<file path="src/rtl/shift_seq_ctrl.sv">
// Command sequencer for a bi-directional serial shift register: optional clear, LSB-first
// shifting of up to WIDTH bits, then capture of the parallel output behind a valid/ready result.
module shift_seq_ctrl #(
  parameter int unsigned WIDTH = 4,
  parameter int unsigned LEN_W = 3
) (
  input  logic             clk,
  input  logic             rst,
  input  logic             cmd_valid_i,
  output logic             cmd_ready_o,
  input  logic             cmd_dir_i,
  input  logic             cmd_clr_i,
  input  logic [LEN_W-1:0] cmd_len_i,
  input  logic [WIDTH-1:0] cmd_data_i,
  input  logic             abort_i,
  output logic             res_valid_o,
  input  logic             res_ready_i,
  output logic [WIDTH-1:0] res_data_o,
  output logic             busy_o,
  output logic             sh_en_o,
  output logic             sh_clr_o,
  output logic             sh_dir_o,
  output logic             sh_din_o,
  input  logic [WIDTH-1:0] sh_q_i
);

  typedef enum logic [2:0] {StIdle, StClear, StShift, StCapture, StDone} state_e;

  localparam logic [LEN_W-1:0] LenMax = LEN_W'(WIDTH);
  localparam logic [LEN_W-1:0] LenOne = LEN_W'(1);

  state_e           state_q, state_d;
  logic [LEN_W-1:0] len_q, len_d;
  logic [LEN_W-1:0] cnt_q, cnt_d;
  logic [WIDTH-1:0] data_q, data_d;
  logic             dir_q, dir_d;

  logic             res_valid_d, busy_d, sh_en_d, sh_clr_d, sh_dir_d, sh_din_d;
  logic [WIDTH-1:0] res_data_d;

  logic [LEN_W-1:0] eff_len;
  logic             last_shift;

  // Zero or oversize lengths shift a full register.
  assign eff_len     = (cmd_len_i == '0 || cmd_len_i > LenMax) ? LenMax : cmd_len_i;
  assign last_shift  = (cnt_q == len_q - LenOne);
  assign cmd_ready_o = (state_q == StIdle);

  always_ff @(posedge clk or posedge rst) begin
    if (rst) begin
      state_q <= StIdle;
    end else begin
      state_q <= state_d;
    end
  end

  always_comb begin
    state_d = state_q;
    unique case (state_q)
      StIdle:    if (cmd_valid_i) state_d = cmd_clr_i ? StClear : StShift;
      StClear:   state_d = abort_i ? StIdle : StShift;
      StShift:   begin
        if (abort_i)         state_d = StIdle;
        else if (last_shift) state_d = StCapture;
      end
      StCapture: state_d = abort_i ? StIdle : StDone;
      StDone:    if (abort_i || res_ready_i) state_d = StIdle;
      default:   state_d = StIdle;
    endcase
  end

  always_comb begin
    len_d  = len_q;
    data_d = data_q;
    dir_d  = dir_q;
    cnt_d  = cnt_q;
    if (state_q == StIdle && cmd_valid_i) begin
      len_d  = eff_len;
      data_d = cmd_data_i;
      dir_d  = cmd_dir_i;
      cnt_d  = '0;
    end else if (state_q == StShift && state_d == StShift) begin
      cnt_d = cnt_q + LenOne;
    end
  end

  // Outputs are computed from the next state so they are registered yet aligned with the state.
  always_comb begin
    busy_d      = (state_d != StIdle);
    sh_en_d     = (state_d == StShift);
    sh_clr_d    = (state_d == StClear);
    res_valid_d = (state_d == StDone);
    sh_dir_d    = sh_dir_o;
    sh_din_d    = sh_din_o;
    res_data_d  = res_data_o;
    if (state_d == StShift) begin
      sh_dir_d = dir_d;
      sh_din_d = |(data_d & (WIDTH'(1) << cnt_d));
    end
    if (state_q == StCapture && state_d == StDone) begin
      res_data_d = sh_q_i;
    end
  end

  always_ff @(posedge clk or posedge rst) begin
    if (rst) begin
      len_q       <= '0;
      cnt_q       <= '0;
      data_q      <= '0;
      dir_q       <= 1'b0;
      res_valid_o <= 1'b0;
      res_data_o  <= '0;
      busy_o      <= 1'b0;
      sh_en_o     <= 1'b0;
      sh_clr_o    <= 1'b0;
      sh_dir_o    <= 1'b0;
      sh_din_o    <= 1'b0;
    end else begin
      len_q       <= len_d;
      cnt_q       <= cnt_d;
      data_q      <= data_d;
      dir_q       <= dir_d;
      res_valid_o <= res_valid_d;
      res_data_o  <= res_data_d;
      busy_o      <= busy_d;
      sh_en_o     <= sh_en_d;
      sh_clr_o    <= sh_clr_d;
      sh_dir_o    <= sh_dir_d;
      sh_din_o    <= sh_din_d;
    end
  end

endmodule

</file>
<file path="config.mk">
export PLATFORM = sky130hd
export DESIGN_NAME = shift_seq_ctrl
export DESIGN_NICKNAME = d
export VERILOG_FILES = /design/src/rtl/shift_seq_ctrl.sv
export SDC_FILE = /design/constraint.sdc
export NUM_CORES = 1
export LEC_CHECK = 0
export ABC_AREA = 1
export ABC_CLOCK_PERIOD_IN_PS = 3800
export CORE_AREA = 5 5 56 58
export CTS_CLUSTER_SIZE = 25
export DETAILED_ROUTE_END_ITERATION = 12
export DIE_AREA = 0 0 61 63
export PLACE_DENSITY = 0.77
export REMOVE_ABC_BUFFERS = 1
export SYNTH_ARGS = -nofsm -noshare
export SYNTH_HDL_FRONTEND = slang
export SYNTH_SLANG_ARGS = --single-unit
</file>
<file path="constraint.sdc">
create_clock -name clk -period 3.8 [get_ports clk]
set_input_delay 0.38 -clock clk [delete_from_list [all_inputs] [get_ports clk]]
set_output_delay 0.38 -clock clk [all_outputs]
set_load 0.01 [all_outputs]
</file>
==> results.py <==
metrics = {
    "cts": {
        "htreeDepth": 1,
        "root_buffer": "clkbuf_4",
        "cts_tree": "built",
        "clock-sinks": 24,
        "cts_buffers": 3,
        "clk_latency_ns": 0.31,
        "cts_setup_buffers": 0,
        "clkSlewWorstSetupHoldPaths_ns": 0.12,
        "clockBufferDepth": 2,
        "cts_resized": 0,
        "cts_hold_buf": 0,
    },
    "logic_synthesis": {
        "ys_warn_count": 0,
        "synth_flop_cell": "dfrtp_1",
        "ys_ff_latch": 24,
        "seq_area_frac_synth_pct": 49.7,
        "synth_area_leaders": "dfrtp_1, nand2_1, inv_1",
        "synth_cells": 141,
        "synth_area_leader_cell": "dfrtp_1",
        "ys_async_sr_fraction_pct": 100,
        "yosysUniqueCellTypes": 23,
        "synth_edf_count": 0,
        "syn-cell-area_um2": 1210,
        "yosysTopAreaCellShare_pct": 49.7,
        "syn_area_per_cell_um2": 8.56,
    },
    "routing": {
        "ant_nets": 0,
        "postRouteWirelength_mm": 2.41,
        "first_pass_iters": 4,
        "first_iter_violations": 28,
        "drc": 0,
        "wl_per_cell_um": 11.9,
        "viasPerCell": 4.77,
        "routed-via-count": 969,
    },
    "die": {
        "ios": 29,
        "rows": 19,
        "start_util_pct": 46.2,
        "core-area_um2": 2620,
        "dieArea_um2": 3840,
        "dieHeight_um": 63,
        "fp.dieW_um": 61,
    },
    "flow_run": {
        "maxCapViolations": 0,
    },
    "timing": {
        "skew_ns": 0.00107,
        "setup_viol": 0,
        "final_max_slew_viol_count": 0,
        "rsz0062_at_grt": "false",
        "tns_ns": 0,
        "max_freq_ghz": 0.502,
        "finalHoldViolCount": 0,
        "timing.final.crit_share_pct": 52.5,
        "fin_crit_ns": 1.99,
        "worstMarginPinSlew_ns": 0.894,
        "timing.slew.headroom_pct": 40.3,
    },
    "critical_path": {
        "path_class": "flip-flop to output pin",
        "crit_arrival_ns": 1.61,
        "crit_path_max_fanout": 5,
        "crit_path_start_kind": "flip-flop",
        "crit_path_end_kind": "output pin",
        "worstPathRequired_ns": 3.42,
    },
    "outcome": {
        "status": "completed",
    },
    "power": {
        "total_power_mw": 1.11,
        "peakVddDrop_v": 0.000422,
        "leakagePower_nw": 0.814,
        "power_density_nw_per_um2": 712,
    },
    "layout": {
        "nets": 194,
        "final_cell_mix": "nand2_1, clkdlybuf4s50_1, inv_1, dfrtp_1, nand3_1",
        "area_growth_pct": 29.1,
        "final_common_cell": "nand2_1",
        "drive_gt1_share_pct": 10.5,
        "n_antenna_cell": 0,
    },
    "place": {
        "port_buffers": 28,
        "place_congestion": 0.815,
        "dp_hpwl_mm": 1.92,
    },
    "grt": {
        "grt_pass1_wl_mm": 4.19,
        "grt_max_degree": 25,
        "grtUsageTotal_pct": 14.6,
        "antenna_found_initial": 0,
        "grt_pass1_vias": 968,
        "grt_overflow": 0,
    },
    "min_path": {
        "hold_path.class": "flip-flop to flip-flop",
    },
}
[layer usage]
metal	share of wire [%]	global-route usage, %	wire, um	vias to the layer above
met2	50	23.0	1200	15
li1	-	-	-	508
met4	1.9	7.32	46	0
met5	0	0	0	-
met3	3.7	3.31	88	4
met1	45	18.2	1080	442
[registers in the layout, indices dropped and copies added (netlist names)]
| register | cells |
|---|---|
| sh_dir_o | 1 |
| data_q | 4 |
| sh_en_o | 1 |
| state_q | 3 |
| dir_q | 1 |
| res_valid_o | 1 |
| len_q | 3 |
| cnt_q | 3 |
| busy_o | 1 |
| res_data_o | 4 |
| sh_clr_o | 1 |
| sh_din_o | 1 |
[power breakdown]
| group | switching [mW] | leakage [nW] | internal (mW) |
|---|---|---|---|
| sequential | 0.0560 | 0.307 | 0.360 |
| combinational | 0.313 | 0.486 | 0.249 |
| clock | 0.0744 | 0.0210 | 0.0586 |
[cells by family (layout without fill, tap and decap cells)]
| logic type | after synthesis | in the layout | synth area share (%) |
|---|---|---|---|
| xor+xnor | 1 | 1 | 0.726 |
| compound gates | 9 | 9 | 4.87 |
| flops | 24 | 24 | 49.7 |
| mux | 4 | 4 | 3.73 |
| buf+inv | 26 | 57 | 8.29 |
| simple gates | 74 | 74 | 29.5 |
| fa+ha+maj | 3 | 3 | 3.11 |
[cell type report]
cell class / instances / area [um2]
fillers: 228 / 1060
flip-flops and latches: 24 / 601
multi-input cells: 91 / 507
repair buffers: 28 / 280
inverters: 25 / 96.3
well taps: 31 / 38.8
clock buffers: 4 / 36.3
[metrics by stage]
stage / instances / hold slack, ns / instance area, um2 / util [%] / setup WS (ns)
2_1_floorplan: 140 / 0.395 / 1200 / - / 2.06
3_3_place_gp: 199 / 0.465 / 1520 / 58.2 / 1.59
3_5_place_dp: 199 / 0.461 / 1520 / 58.2 / 1.53
4_1_cts: 203 / 0.491 / 1560 / 59.6 / 1.78
5_1_grt: 203 / 0.523 / 1560 / 59.6 / 1.57
6_report: 203 / 0.490 / 1560 / 59.6 / 1.81
[worst max-delay path: stages, from the launching register on]
cell and delay, ns:
dfrtp_1 0.44, nor2_2 0.15, nand2_2 0.11, inv_1 0.07, clkdlybuf4s50_1 0.52
[synth_stat cells, types with 2 or more instances]
master	instances
o21ai_0	4
a21oi_1	2
ha_1	3
nor2_2	2
nand2_1	46
nand2_2	3
mux2_2	4
dfrtp_1	24
nand4_1	4
nor2_1	3
inv_1	24
nand3_1	11
[final timing paths]
check                                 from           to  slack, ns  cells after the start
worst max register to register    len_q[0]     sh_din_o       1.83                     16
worst max-delay path            state_q[0]  cmd_ready_o       1.81                      4
min in group asynchronous              rst     sh_dir_o       0.54                      2
max in group asynchronous              rst     len_q[0]       2.72                      2
worst min register to register   data_q[1]    data_q[1]       0.49                      2
worst min-delay path             data_q[1]    data_q[1]       0.49                      2
No activity file was read; power rests on OpenSTA's default activity.
